[src/rtl/ahb_master_cdl.sv]
// Single-outstanding AHB-Lite initiator: one command handshake becomes one
// address phase plus one data phase, then one response handshake.
module ahb_master_cdl #(
  parameter int TIMEOUT_CYCLES = 16
) (
  input  logic        clk,
  input  logic        rst,
  input  logic        cmd_valid,
  output logic        cmd_ready,
  input  logic        cmd_write,
  input  logic [3:0]  cmd_addr,
  input  logic [1:0]  cmd_size,
  input  logic [31:0] cmd_wdata,
  output logic        rsp_valid,
  input  logic        rsp_ready,
  output logic [31:0] rsp_rdata,
  output logic        rsp_error,
  output logic        rsp_timeout,
  output logic        hsel,
  output logic [3:0]  haddr,
  output logic [1:0]  htrans,
  output logic [1:0]  hsize,
  output logic        hwrite,
  output logic [31:0] hwdata,
  input  logic [31:0] hrdata,
  input  logic        hresp,
  input  logic        hready,
  output logic [15:0] txn_count,
  output logic [7:0]  err_count
);

  typedef enum logic [1:0] {
    S_IDLE,
    S_ADDR,
    S_DATA,
    S_RESP
  } state_t;

  localparam logic [7:0] WAIT_LAST = 8'(TIMEOUT_CYCLES - 1);

  state_t      state, state_nxt;
  logic [7:0]  wait_cnt;
  logic        lat_write;
  logic [3:0]  lat_addr;
  logic [1:0]  lat_size;
  logic [31:0] lat_wdata;

  logic        accept;
  logic        done_ok;
  logic        fail_resp;
  logic        fail_timeout;
  logic        wait_inc;
  logic        rsp_done;

  // NOTE: every signal written here gets a default first, so no path leaves
  // one unassigned and no latch is inferred.
  always_comb begin
    state_nxt    = state;
    accept       = 1'b0;
    done_ok      = 1'b0;
    fail_resp    = 1'b0;
    fail_timeout = 1'b0;
    wait_inc     = 1'b0;
    rsp_done     = 1'b0;
    case (state)
      S_IDLE: begin
        if (cmd_valid) begin
          accept    = 1'b1;
          state_nxt = S_ADDR;
        end
      end
      S_ADDR: begin
        if (hresp) begin
          fail_resp = 1'b1;
          state_nxt = S_RESP;
        end else begin
          state_nxt = S_DATA;
        end
      end
      S_DATA: begin
        // hresp outranks both normal completion and a coincident timeout.
        if (hresp) begin
          fail_resp = 1'b1;
          state_nxt = S_RESP;
        end else if (hready) begin
          done_ok   = 1'b1;
          state_nxt = S_RESP;
        end else if (wait_cnt == WAIT_LAST) begin
          fail_timeout = 1'b1;
          state_nxt    = S_RESP;
        end else begin
          wait_inc = 1'b1;
        end
      end
      S_RESP: begin
        if (rsp_ready) begin
          rsp_done  = 1'b1;
          state_nxt = S_IDLE;
        end
      end
      default: state_nxt = S_IDLE;
    endcase
  end

  always_ff @(posedge clk) begin
    if (rst) begin
      state <= S_IDLE;
    end else begin
      state <= state_nxt;
    end
  end

  // NOTE: the latched command is not reset; every bus output that shows it is
  // gated by state, so its contents are never visible while idle.
  always_ff @(posedge clk) begin
    if (accept) begin
      lat_write <= cmd_write;
      lat_addr  <= cmd_addr;
      lat_size  <= cmd_size;
      lat_wdata <= cmd_wdata;
    end
  end

  always_ff @(posedge clk) begin
    if (rst) begin
      wait_cnt    <= '0;
      rsp_rdata   <= '0;
      rsp_error   <= 1'b0;
      rsp_timeout <= 1'b0;
      txn_count   <= '0;
      err_count   <= '0;
    end else begin
      if (accept) begin
        wait_cnt <= '0;
      end else if (wait_inc) begin
        wait_cnt <= wait_cnt + 8'd1;
      end

      if (done_ok) begin
        rsp_rdata   <= lat_write ? 32'd0 : hrdata;
        rsp_error   <= 1'b0;
        rsp_timeout <= 1'b0;
      end else if (fail_resp || fail_timeout) begin
        rsp_rdata   <= '0;
        rsp_error   <= 1'b1;
        rsp_timeout <= fail_timeout;
      end else if (rsp_done) begin
        rsp_rdata   <= '0;
        rsp_error   <= 1'b0;
        rsp_timeout <= 1'b0;
      end

      if (rsp_done) begin
        txn_count <= txn_count + 16'd1;
        if (rsp_error && (err_count != 8'hFF)) begin
          err_count <= err_count + 8'd1;
        end
      end
    end
  end

  logic bus_active;

  assign bus_active = (state == S_ADDR) || (state == S_DATA);
  assign cmd_ready  = (state == S_IDLE);
  assign rsp_valid  = (state == S_RESP);
  assign hsel       = bus_active;
  assign htrans     = (state == S_ADDR) ? 2'b10 : 2'b00;
  assign haddr      = bus_active ? lat_addr  : 4'd0;
  assign hsize      = bus_active ? lat_size  : 2'd0;
  assign hwrite     = bus_active ? lat_write : 1'b0;
  assign hwdata     = ((state == S_DATA) && lat_write) ? lat_wdata : 32'd0;

endmodule

[config.mk]
export PLATFORM = sky130hd
export DESIGN_NAME = ahb_master_cdl
export DESIGN_NICKNAME = d
export VERILOG_FILES = /design/src/rtl/ahb_master_cdl.sv
export SDC_FILE = /design/constraint.sdc
export NUM_CORES = 1
export LEC_CHECK = 0
export CORE_ASPECT_RATIO = 1.75
export CORE_MARGIN = 5
export CORE_UTILIZATION = 39
export CTS_BUF_LIST = sky130_fd_sc_hd__clkbuf_8
export DETAILED_ROUTE_END_ITERATION = 10
export HOLD_SLACK_MARGIN = 0.03
export PLACE_DENSITY = 0.72
export REMOVE_ABC_BUFFERS = 1
export SLEW_MARGIN = 25
export SYNTH_ARGS = -nofsm -noshare
export SYNTH_HDL_FRONTEND = slang
export SYNTH_SLANG_ARGS = --single-unit
[constraint.sdc]
create_clock -name clk -period 4.32 [get_ports clk]
set_input_delay 0.864 -clock clk [delete_from_list [all_inputs] [get_ports clk]]
set_output_delay 0.864 -clock clk [all_outputs]
set_load 0.02 [all_outputs]
## After elaboration in Yosys (flattened, before gate mapping)

Index checks and enable logic that the tools add are counted.

- Bits in registers: 107
- Input bits: 77
- Word-level logic and storage cells: 70

- $add $sub $neg: 3
- Equal/unequal tests: 8
- Mux-type cells: 36
- Reductions and logical operators: 12

Operators by type and width:

| operator | count |
|---|---|
| 32-bit 2-to-1 mux | 5 |
| 1-bit 2-to-1 mux | 22 |
| 16-bit by 1-bit adder with 16-bit output (second input constant) | 1 |
| 8-bit by 1-bit adder with 8-bit output (second input constant) | 2 |
| 2-bit 2-to-1 mux | 7 |
| 8-bit by 4-bit == test with 1-bit output (second input constant) | 1 |
| 8-bit inequality test (second input constant) | 1 |
| 2-bit case mux with 4 select lines | 1 |
| 2-bit OR reduction | 3 |
| 2-bit == test (second input constant) | 2 |
| 4-bit 2-to-1 mux | 1 |
| 4-bit inequality test (second input constant) | 1 |
| 3-bit AND reduction | 1 |
| 3-bit nonzero test | 1 |
| 2-bit by 1-bit == test with 1-bit output (second input constant) | 1 |
| 1-bit logical AND | 2 |
| 2-bit zero test | 1 |
| 1-bit logical OR | 2 |
| 2-bit by 1-bit inequality test with 1-bit output (second input constant) | 1 |
| 2-bit inequality test (second input constant) | 1 |
| 2-bit AND reduction | 1 |
| 2-bit nonzero test | 1 |

## Longest topological paths before layout

Gate-level depths: netlist (run 1).

- Depth in word-level cells: 8
- Depth in mapped cells: 8
- Depth with buffers taken out: 6

## Worst setup path before layout (run 1)

No wires, ideal clock.

- Kind: input to register
- Start point: input cmd_valid
- End point: register wait_cnt[0]
- Arrival: 2.373 ns
- Data required time: 4.196 ns
- Slack: 1.823 ns
- Stages: 4
- Buffers on the path: 1
- Cells stage by stage: and2_1 or2_2 clkbuf_1 nor2_1

- Cells in the longest elaborated chain, start to end: 3

RTL lines:

| element | RTL line | source |
|---|---|---|
| start: declaration | 8 | `input logic cmd_valid,` |
| 1-bit 2-to-1 mux | 67 | `if (cmd_valid) begin` |
| 1-bit 2-to-1 mux | 65 | `case (state)` |
| 2-bit OR reduction (no source line) | n/a |  |
| end signal: assignment | 136 | `wait_cnt <= wait_cnt + 8'd1;` |
| end: declaration | 42 | `logic [7:0] wait_cnt;` |

No other way between the ends.
A chain may end at the register's enable or synchronous reset.

## Worst setup path in the final report (run 1)

- Start point: register state[0]
- End point: output hwdata[21]

- Cells in the longest elaborated chain, start to end: 3

RTL lines:

| element | RTL line | source |
|---|---|---|
| start: declaration | 41 | `state_t state, state_nxt;` |
| start signal: assignment | 109 | `state <= state_nxt;` |
| 2-bit == test | 172 | `assign hwdata = ((state == S_DATA) && lat_write) ? lat_wdata : 32'd0;` |
| 1-bit logical AND | 172 |  |
| 32-bit 2-to-1 mux | 172 |  |
| end: declaration | 24 | `output logic [31:0] hwdata,` |

No other way between the ends.

==> results.sh, run 1 <==
export IMPL_post_route_period_util=0.782
export IMPL_dpl_cell_count=717
export IMPL_gp_congestion=0.782
export IMPL_wirelength_mm=12.4
export IMPL_fmax_mhz=296
export IMPL_drc=0
export IMPL_ys_flop_type="dfxtp_1"
export IMPL_clock_latency_ns=0.37
export IMPL_overflow=0
export IMPL_track_usage=0.171
export IMPL_io_pins=179
export IMPL_drive_above_1_share=0.102
export IMPL_rsz0062_at_grt="no"
export IMPL_status="completed"
export IMPL_hold_class="reg -> reg"
export IMPL_grt_pass1_wl_mm=19.6
export IMPL_finalNonFillerCells=733
export IMPL_crit_arrival_ns=2.52
export IMPL_synth_xor_area_frac=0.0339
export IMPL_die_area_sq_um=14300
export IMPL_power_density_nw_per_um2=373
export IMPL_cts_hold_buffers=0
export IMPL_fin_nets=677
export IMPL_cp_required_ns=3.46
export IMPL_core_region_area_sq_um=11600
export IMPL_cap_viol_max_count=0
export IMPL_grt_pass1_vias=3875
export IMPL_synth_edff_count=39
export IMPL_die_h_um=154
export IMPL_viasPerCell=5.33
export IMPL_yosys_area_share_simple=0.184
export IMPL_synth_seq_cells=107
export IMPL_cts_tree="built"
export IMPL_final_area_sq_um=6640
export IMPL_worst_pin_slew_ns=0.981
export IMPL_synth_compound_gate_area_share=0.169
export IMPL_cts_root_buf="clkbuf_8"
export IMPL_num_rows=52
export IMPL_p_leak_nw=2.33
export IMPL_syn_avg_cell_area_sq_um=10.7
export IMPL_antenna_found_initial=0
export IMPL_area_growth_pct=42.8
export IMPL_slowest_stage="ha_1"
export IMPL_maxSlewViolCount=0
export IMPL_setup_tns_ns=0
export IMPL_dpl_hpwl_mm=9.21
export IMPL_filler_cell_count=1006
export IMPL_path_cells="inv_1 -> ha_1 -> and3_1 -> clkdlybuf4s50_1"
export IMPL_layout_common_cells="clkdlybuf4s50_1, dfxtp_1, a21oi_1, nand2_1, edfxtp_1"
export IMPL_slew_headroom=0.346
export IMPL_synth_mux_area_frac=0.00914
export IMPL_cp_slowest_stage_delay_ns=0.77
export IMPL_synth_async_reset_ratio=0
export IMPL_num_vias=3909
export IMPL_cts_buffers=9
export IMPL_ys_warn_count=0
export IMPL_drt_wirelength_per_cell_um=16.9
export IMPL_syn_instance_count=435
export IMPL_critPathKind="reg -> out"
export IMPL_synth_area_sq_um=4650
export IMPL_ctsResizeCount=0
export IMPL_grt_max_degree=54
export IMPL_htreeDepth=3
export IMPL_initial_utilization=0.399
export IMPL_diodes=0
export IMPL_clock_sinks=107
export IMPL_final_common_cell="clkdlybuf4s50_1"
export IMPL_die_x_um=92.6
export IMPL_synth_fa_ha_area_frac=0.0188
export IMPL_fin_worst_skew_ns=0.00866
export IMPL_initialDrtViolationCount=125
export IMPL_cp_max_fo=36
export IMPL_finalSetupViolCount=0
export IMPL_dpl_cell_area_sq_um=6450
export IMPL_ys_types=50
export IMPL_cp_end_kind="primary output"
export IMPL_post_route_min_period_ns=3.38
export IMPL_start_kind="flop"
export IMPL_numPortBuffers=177
export IMPL_hold_viol=0
export IMPL_synth_top_family_by_area="simple AND/OR/NAND/NOR gates"
export IMPL_post_cts_setup_buffers=0
export IMPL_yosysSeqAreaShare=0.544
export IMPL_vdd_drop_max_mv=0.162
export IMPL_clockBufferDepth=2
export IMPL_clk_pin_slew_ns=0.10
export IMPL_ant_nets=0
export IMPL_firstDrtPassIters=4
[cell type report]
| cell class | count | area, sq um | area share |
|---|---|---|---|
| clock inverter | 7 | 57.6 | 0.00866 |
| tap | 135 | 169 | 0.0254 |
| timing repair buffer | 181 | 1800 | 0.270 |
| sequential | 107 | 2530 | 0.381 |
| multi-input combinational | 291 | 1950 | 0.294 |
| inverter | 3 | 11.3 | 0.00170 |
| clock buffer | 9 | 124 | 0.0186 |
[Yosys cell counts, drive strengths merged, types with 3 or more instances]
cell    instances  area (sq um)
and3           35           219
nand4           7          43.8
inv             3          11.3
or4             4          33.8
ha              7          87.6
o211ai         33           393
and2           10          62.6
nand2b          4          25.0
o31ai           3          22.5
and4            5          43.8
edfxtp         39          1170
nand3          16          80.1
nand2          43           161
a21oi          44           220
o21ai           4          23.8
dfxtp          68          1360
clkbuf         16          60.1
nor2           26          97.6
buf            18           118
or3             3          18.8
xor2           17           149
[per-stage QoR]
step / total power [mW] / utilization / hold slack, ns / setup WS, ns
3_5_place_dp: 1.93 / 0.554 / 0.464 / 1.30
4_1_cts: 2.52 / 0.570 / 0.482 / 0.885
6_report: 2.48 / 0.570 / 0.478 / 0.940
3_3_place_gp: 1.92 / 0.554 / 0.455 / 1.42
2_1_floorplan: 1.58 / - / 0.462 / 0.685
5_1_grt: 2.61 / 0.570 / 0.503 / 0.757
[worst max-delay path, delay by kind of cell (launching register included)]
family,cells,cell delay [ns]
buffers and inverters,2,0.73
and+or+nand+nor,1,0.29
DFF,1,0.36
adders and majority gates,1,0.77
[report_power, final]
part	total (mW)	switching [mW]	internal [mW]
registers	1.21	0.0453	1.16
logic	0.692	0.406	0.286
clock network	0.579	0.359	0.220
[routing by layer]
metal / track usage / up-vias / part of all wire
li1: - / 1902 / -
met3: 0.0549 / 15 / 0.096
met5: 0 / - / 0
met1: 0.186 / 1830 / 0.38
met4: 0.0581 / 0 / 0.018
met2: 0.307 / 162 / 0.50
[cell families after synthesis]
| group | Yosys count |
|---|---|
| other cells | 1 |
| xor+xnor | 18 |
| flops | 107 |
| compound gates | 99 |
| buf+inv | 37 |
| mux | 4 |
| simple gates | 162 |
| fa+ha+maj | 7 |
[sequential cells by signal, summed over array words and instances, names as in the netlist]
name	flops
lat_wdata	32
rsp_rdata	32
txn_count	16
err_count	8
wait_cnt	8
lat_addr	4
lat_size	2
state	2
lat_write	1
rsp_error	1
rsp_timeout	1
[path summary, 6_finish.rpt]
check                      from  slack [ns]             to  cells past startpoint
setup / recovery       state[0]        0.94     hwdata[21]                      4
hold / removal    rsp_rdata[13]        0.48  rsp_rdata[13]                      2
setup reg to reg       state[0]        1.86    wait_cnt[3]                      6
hold reg to reg   rsp_rdata[13]        0.48  rsp_rdata[13]                      2
No activity file was read; power rests on OpenSTA's default activity.
==> run 2, diff against run 1 <==
--- a/config.mk
+++ b/config.mk
@@ -11,7 +11,7 @@
 export CTS_BUF_LIST = sky130_fd_sc_hd__clkbuf_8
 export DETAILED_ROUTE_END_ITERATION = 10
 export HOLD_SLACK_MARGIN = 0.03
-export PLACE_DENSITY = 0.72
+export PLACE_DENSITY = 0.75
 export REMOVE_ABC_BUFFERS = 1
 export SLEW_MARGIN = 25
 export SYNTH_ARGS = -nofsm -noshare
==> constraint.sdc (replaced) <==
create_clock -name clk -period 3 [get_ports clk]
set_input_delay 0.6 -clock clk [delete_from_list [all_inputs] [get_ports clk]]
set_output_delay 0.6 -clock clk [all_outputs]
set_load 0.02 [all_outputs]
==> run 2 against run 1 <==
  * Utilization grew 0.29 points
  * Via count down 0.31%
  * Sequential power is 44% higher
  * Clock power increased by 51%
  * Non-clock buffer count grew 4
  * Routed wire length increased by 2.7%
  * Design area rose by 0.51%
  * Global-route usage is 0.41 points higher
==> results.sh, run 2 (synthesis results as in run 1) <==
export IMPL_status="completed"
export IMPL_firstDrtPassIters=5
export IMPL_overflow=0
export IMPL_antenna_found_initial=0
export IMPL_path_cells="inv_1 -> ha_1 -> buf_4 -> and3_1 -> clkdlybuf4s50_1"
export IMPL_finalNonFillerCells=737
export IMPL_finalSetupViolCount=0
export IMPL_die_area_sq_um=14300
export IMPL_clk_pin_slew_ns=0.09
export IMPL_r2r_end="err_count[7]"
export IMPL_multi_input_area_sq_um=1940
export IMPL_drc=0
export IMPL_worstSetupStartpoint="state[0]"
export IMPL_dpl_cell_count=721
export IMPL_diodes=0
export IMPL_clock_sinks=107
export IMPL_p_leak_nw=2.36
export IMPL_post_route_period_util=0.936
export IMPL_dpl_hpwl_mm=9.85
export IMPL_slowest_stage="clkdlybuf4s50_1"
export IMPL_hold_class="reg -> reg"
export IMPL_critical_path_depth=5
export IMPL_setup_tns_ns=0
export IMPL_cap_viol_max_count=0
export IMPL_min_path_cells=2
export IMPL_grt_pass1_wl_mm=19.9
export IMPL_start_kind="flop"
export IMPL_htreeDepth=3
export IMPL_cts_tree="built"
export IMPL_rsz0062_at_grt="no"
export IMPL_cp_end_kind="primary output"
export IMPL_fmax_mhz=356
export IMPL_dp_worst_setup_slack_ns=0.464
export IMPL_layout_common_cells="clkdlybuf4s50_1, dfxtp_1, a21oi_1, nand2_1, edfxtp_1"
export IMPL_wl_met3_mm=1.05
export IMPL_slew_headroom=0.441
export IMPL_highest_layer="met4"
export IMPL_cts_root_buf="clkbuf_8"
export IMPL_met1Wirelength_mm=4.79
export IMPL_cp_required_ns=2.40
export IMPL_gp_congestion=0.759
export IMPL_ctsResizeCount=0
export IMPL_initial_utilization=0.399
export IMPL_area_growth_pct=43.5
export IMPL_filler_cell_count=971
export IMPL_ant_nets=0
export IMPL_power_density_nw_per_um2=544
export IMPL_die_h_um=154
export IMPL_viasPerCell=5.29
export IMPL_maxSlewViolCount=0
export IMPL_wirelength_mm=12.7
export IMPL_crit_buf_inv=3
export IMPL_cts_buffers=9
export IMPL_numPortBuffers=177
export IMPL_cp_slowest_stage_delay_ns=0.61
export IMPL_reg2reg_depth=5
export IMPL_final_common_cell="clkdlybuf4s50_1"
export IMPL_initialDrtViolationCount=129
export IMPL_regArea_sq_um=2530
export IMPL_layout_setup_ws_ns=0.193
export IMPL_vdd_drop_max_mv=0.222
export IMPL_track_usage=0.175
export IMPL_grt_max_degree=40
export IMPL_r2r_start="state[0]"
export IMPL_drt_wirelength_per_cell_um=17.3
export IMPL_worst_pin_slew_ns=0.838
export IMPL_drive_above_1_share=0.103
export IMPL_clock_latency_ns=0.37
export IMPL_io_pins=179
export IMPL_die_x_um=92.6
export IMPL_regToRegSetupSlack_ns=0.96
export IMPL_crit_arrival_ns=2.21
export IMPL_num_vias=3897
export IMPL_wl_met2_mm=6.68
export IMPL_post_cts_setup_buffers=0
export IMPL_cp_endpoint="hwdata[30]"
export IMPL_hold_viol=0
export IMPL_num_rows=52
export IMPL_core_region_area_sq_um=11600
export IMPL_fin_worst_skew_ns=0.0187
export IMPL_reg_top3="lat_wdata x32, rsp_rdata x32, txn_count x16"
export IMPL_crit_family="buffers and inverters"
export IMPL_cp_max_fo=32
export IMPL_clockBufferDepth=2
export IMPL_fin_nets=681
export IMPL_grt_pass1_vias=3899
export IMPL_critPathKind="reg -> out"
export IMPL_post_route_min_period_ns=2.81
export IMPL_cts_hold_buffers=0
==> run 2: cell count changes in the layout (fill, tap and decap cells not counted), sizes merged <==
cell    change
inv         +1
bufinv      +1
clkinv      -2
buf         +4
==> run 2: cell type report <==
| class | count | share of cell area |
|---|---|---|
| timing repair buffer | 185 | 0.274 |
| inverter | 3 | 0.00169 |
| clock buffer | 9 | 0.0186 |
| sequential | 107 | 0.379 |
| multi-input combinational | 291 | 0.291 |
| clock inverter | 7 | 0.0103 |
| tap | 135 | 0.0253 |
==> run 2: metrics by stage <==
| stage | area [sq um] | utilization | power [mW] | hold slack [ns] |
|---|---|---|---|---|
| finish | 6680 | 0.573 | 3.63 | 0.474 |
| detailed placement | 6480 | 0.557 | 2.81 | 0.462 |
| global route | 6680 | 0.573 | 3.81 | 0.495 |
| global placement | 6480 | 0.557 | 2.77 | 0.455 |
| CTS | 6680 | 0.573 | 3.68 | 0.475 |
| floorplan | 4470 | - | 2.28 | 0.462 |
==> run 2: worst min-delay path by stage <==
stage                   from             to
3_3_place_gp   rsp_rdata[28]  rsp_rdata[28]
6_report        rsp_rdata[0]   rsp_rdata[0]
2_1_floorplan    wait_cnt[1]    wait_cnt[1]
4_1_cts         rsp_rdata[0]   rsp_rdata[0]
3_5_place_dp    rsp_rdata[0]   rsp_rdata[0]
5_1_grt         rsp_rdata[4]   rsp_rdata[4]
==> run 2: report_power, final <==
group          switching (mW)  internal, mW
combinational           0.590         0.422
sequential             0.0701          1.67
clock                   0.487         0.389
==> run 2: worst min-delay path, cell delays in order, from the launching register on <==
cell and delay, ns:
dfxtp_1 0.33, o211ai_2 0.05, a21oi_1 0.05
==> run 2: per-layer routing <==
metal / GRT usage / vias to the layer above
li1: - / 1906
met3: 0.0476 / 18
met5: 0 / -
met4: 0.0602 / 0
met2: 0.330 / 154
met1: 0.183 / 1819
==> run 3, diff against run 2 <==
--- a/config.mk
+++ b/config.mk
@@ -5,6 +5,7 @@
 export SDC_FILE = /design/constraint.sdc
 export NUM_CORES = 1
 export LEC_CHECK = 0
+export ABC_AREA = 1
 export CORE_ASPECT_RATIO = 1.75
 export CORE_MARGIN = 5
 export CORE_UTILIZATION = 39
==> run 3 against run 2 <==
  * Fmax hardly changed
  * First-iteration DRC count increased by 19%
  * Setup slack got worse by 0.0010 ns
  * Register-to-register slack got worse by 0.05 ns
  * Clock power decreased by 3.7%
  * Sequential power increased by 2%
  * Via count grew 10%
  * Die area up 3.2%
  * Utilization decreased by 0.74 points
  * Hold slack improved by 0.019 ns
  * Sequential share of layout area down 0.85 points
==> results.sh, run 3 <==
export IMPL_status="completed"
export IMPL_ctsResizeCount=0
export IMPL_clock_latency_ns=0.36
export IMPL_critPathKind="reg -> out"
export IMPL_initial_utilization=0.399
export IMPL_viasPerCell=4.75
export IMPL_cp_max_fo=32
export IMPL_final_util=0.566
export IMPL_hold_viol=0
export IMPL_layout_common_cells="clkdlybuf4s50_1, nand2_1, inv_1, nor2_1, dfxtp_1"
export IMPL_r2r_end="rsp_timeout"
export IMPL_track_usage=0.172
export IMPL_netSwitchingFraction=0.331
export IMPL_ys_types=36
export IMPL_htreeDepth=3
export IMPL_die_h_um=157
export IMPL_crit_buf_inv=3
export IMPL_fmax_mhz=356
export IMPL_overflow=0
export IMPL_p_int_mw=2.59
export IMPL_numPortBuffers=177
export IMPL_grt_pass1_wl_mm=20.3
export IMPL_p_sw_mw=1.28
export IMPL_reg_top3="lat_wdata x32, rsp_rdata x32, txn_count x16"
export IMPL_slowest_stage="clkdlybuf4s50_1"
export IMPL_antenna_found_initial=0
export IMPL_synth_async_reset_ratio=0
export IMPL_final_area_sq_um=6830
export IMPL_reg2reg_depth=7
export IMPL_regArea_sq_um=2530
export IMPL_start_kind="flop"
export IMPL_synth_seq_cells=107
export IMPL_yosysMostFrequentCell="nand2_1"
export IMPL_drc=0
export IMPL_hold_class="reg -> reg"
export IMPL_finalSetupViolCount=0
export IMPL_path_cells="inv_1 -> ha_1 -> nand2_1 -> buf_4 -> nor2_1 -> clkdlybuf4s50_1"
export IMPL_critical_path_depth=6
export IMPL_cts_hold_buffers=0
export IMPL_share_seq_of_total_power=0.460
export IMPL_ant_nets=0
export IMPL_firstDrtPassIters=7
export IMPL_comb_power_share=0.322
export IMPL_synth_area_sq_um=4820
export IMPL_dpl_cell_area_sq_um=6650
export IMPL_vdd_drop_max_mv=0.286
export IMPL_drive_above_1_share=0.0581
export IMPL_num_rows=53
export IMPL_worst_pin_slew_ns=0.684
export IMPL_cp_slowest_stage_delay_ns=0.55
export IMPL_slew_headroom=0.542
export IMPL_post_cts_setup_buffers=0
export IMPL_post_route_min_period_ns=2.81
export IMPL_clockBufferDepth=2
export IMPL_ys_flop_type="dfxtp_1"
export IMPL_cp_required_ns=2.40
export IMPL_die_x_um=94.0
export IMPL_wirelength_mm=12.9
export IMPL_power_density_nw_per_um2=567
export IMPL_grt_pass1_vias=4299
export IMPL_min_from="rsp_rdata[15]"
export IMPL_fin_nets=820
export IMPL_p_clk_frac=0.218
export IMPL_diodes=0
export IMPL_dpl_hpwl_mm=9.93
export IMPL_drt_wirelength_per_cell_um=14.3
export IMPL_maxSlewViolCount=0
export IMPL_syn_instance_count=567
export IMPL_crit_arrival_ns=2.21
export IMPL_cts_buffers=9
export IMPL_cap_viol_max_count=0
export IMPL_synth_area_top_cells="dfxtp_1, edfxtp_1, nand2_1"
export IMPL_setup_tns_ns=0
export IMPL_cp_end_kind="primary output"
export IMPL_final_common_cell="clkdlybuf4s50_1"
export IMPL_crit_family="buffers and inverters"
export IMPL_syn_avg_cell_area_sq_um=8.50
export IMPL_r2r_start="state[0]"
export IMPL_multi_input_area_sq_um=1760
export IMPL_worstSetupStartpoint="state[0]"
export IMPL_initialDrtViolationCount=153
export IMPL_fin_worst_skew_ns=0.0138
export IMPL_clk_pin_slew_ns=0.10
export IMPL_synth_edff_count=39
export IMPL_num_vias=4303
export IMPL_synthTopCellsByCount="nand2_1, inv_1, nor2_1"
export IMPL_io_pins=179
export IMPL_min_path_cells=2
export IMPL_synth_top_area_share=0.283
export IMPL_yosysSeqAreaShare=0.526
export IMPL_gp_congestion=0.822
export IMPL_post_route_period_util=0.936
export IMPL_filler_cell_count=1139
export IMPL_synth_top_area_cell="dfxtp_1"
export IMPL_grt_max_degree=41
export IMPL_ys_warn_count=0
export IMPL_p_leak_nw=2.65
export IMPL_area_growth_pct=41.8
export IMPL_core_region_area_sq_um=12100
export IMPL_clock_sinks=107
export IMPL_cts_tree="built"
export IMPL_regToRegSetupSlack_ns=0.91
export IMPL_die_area_sq_um=14800
export IMPL_cts_root_buf="clkbuf_8"
export IMPL_rsz0062_at_grt="no"
export IMPL_cp_endpoint="hwdata[14]"
run 3: changes by cell type after synthesis, moves of 5 or more:
| cell | change |
|---|---|
| inv_1 | +84 |
| o211ai_2 | -29 |
| xor2_1 | -12 |
| nand2_1 | +72 |
| nand4_2 | +5 |
| and4_1 | -5 |
| clkbuf_1 | -10 |
| a21oi_2 | +5 |
| a21oi_1 | +5 |
| and2_1 | -10 |
| and3_1 | -35 |
| nor2_1 | +45 |
| nand4_1 | +28 |
| o21ai_0 | +9 |
run 3: worst min-delay path by stage:
stage	end	slack (ns)
final	rsp_rdata[15]	0.49
after global placement	rsp_rdata[9]	0.47
after CTS	rsp_rdata[16]	0.50
after global routing	rsp_rdata[12]	0.52
after floorplan	state[1]	0.47
after detailed placement	rsp_rdata[15]	0.48
run 3: routing by layer:
metal	track usage	part of all wire	up-vias
li1	-	-	2165
met1	0.184	0.38	1971
met2	0.323	0.53	154
met3	0.0392	0.072	13
met4	0.0620	0.018	0
met5	0	0	-
run 3: final cells by class:
type                       count  share of cell area
sequential                   107               0.371
clock buffer                   9              0.0181
clock inverter                 6             0.00843
timing repair buffer         181               0.265
tap                          165              0.0302
inverter                      90              0.0495
multi-input combinational    347               0.258
run 3: stage by stage:
step	setup slack [ns]	power, mW	cells	hold slack (ns)
final	0.192	3.87	905	0.493
after global routing	0.0634	4.09	905	0.520
after CTS	0.170	3.92	905	0.499
after detailed placement	0.539	3.07	890	0.483
after global placement	0.554	3.03	890	0.473
after floorplan	0.933	2.47	544	0.466
run 3: logic make-up (layout without fill, tap and decap cells):
group	Yosys count	after routing	share of synthesized area
xor gates and xnor gates	6	6	0.0109
AOI/OAI and AO/OA	70	70	0.0787
other	1	1	0.000778
buffers and inverters	113	286	0.109
and+or+nand+nor	263	263	0.257
DFF	107	107	0.526
adders and majority gates	7	7	0.0182
run 3: worst min-delay path: cells and delay by family, from the launching register on:
family           cells  cell delay, ns
AND/OR/NAND/NOR      1            0.07
flip-flops           1            0.32
AO/OA/AOI/OAI        1            0.06
run 3: power by group through the flow:
stage / Clock, mW / Sequential [mW] / Combinational, mW
2_1_floorplan: 0 / 1.83 / 0.640
3_3_place_gp: 0 / 1.80 / 1.23
3_5_place_dp: 0 / 1.82 / 1.26
4_1_cts: 0.881 / 1.78 / 1.26
5_1_grt: 0.936 / 1.80 / 1.36
6_report: 0.844 / 1.78 / 1.25
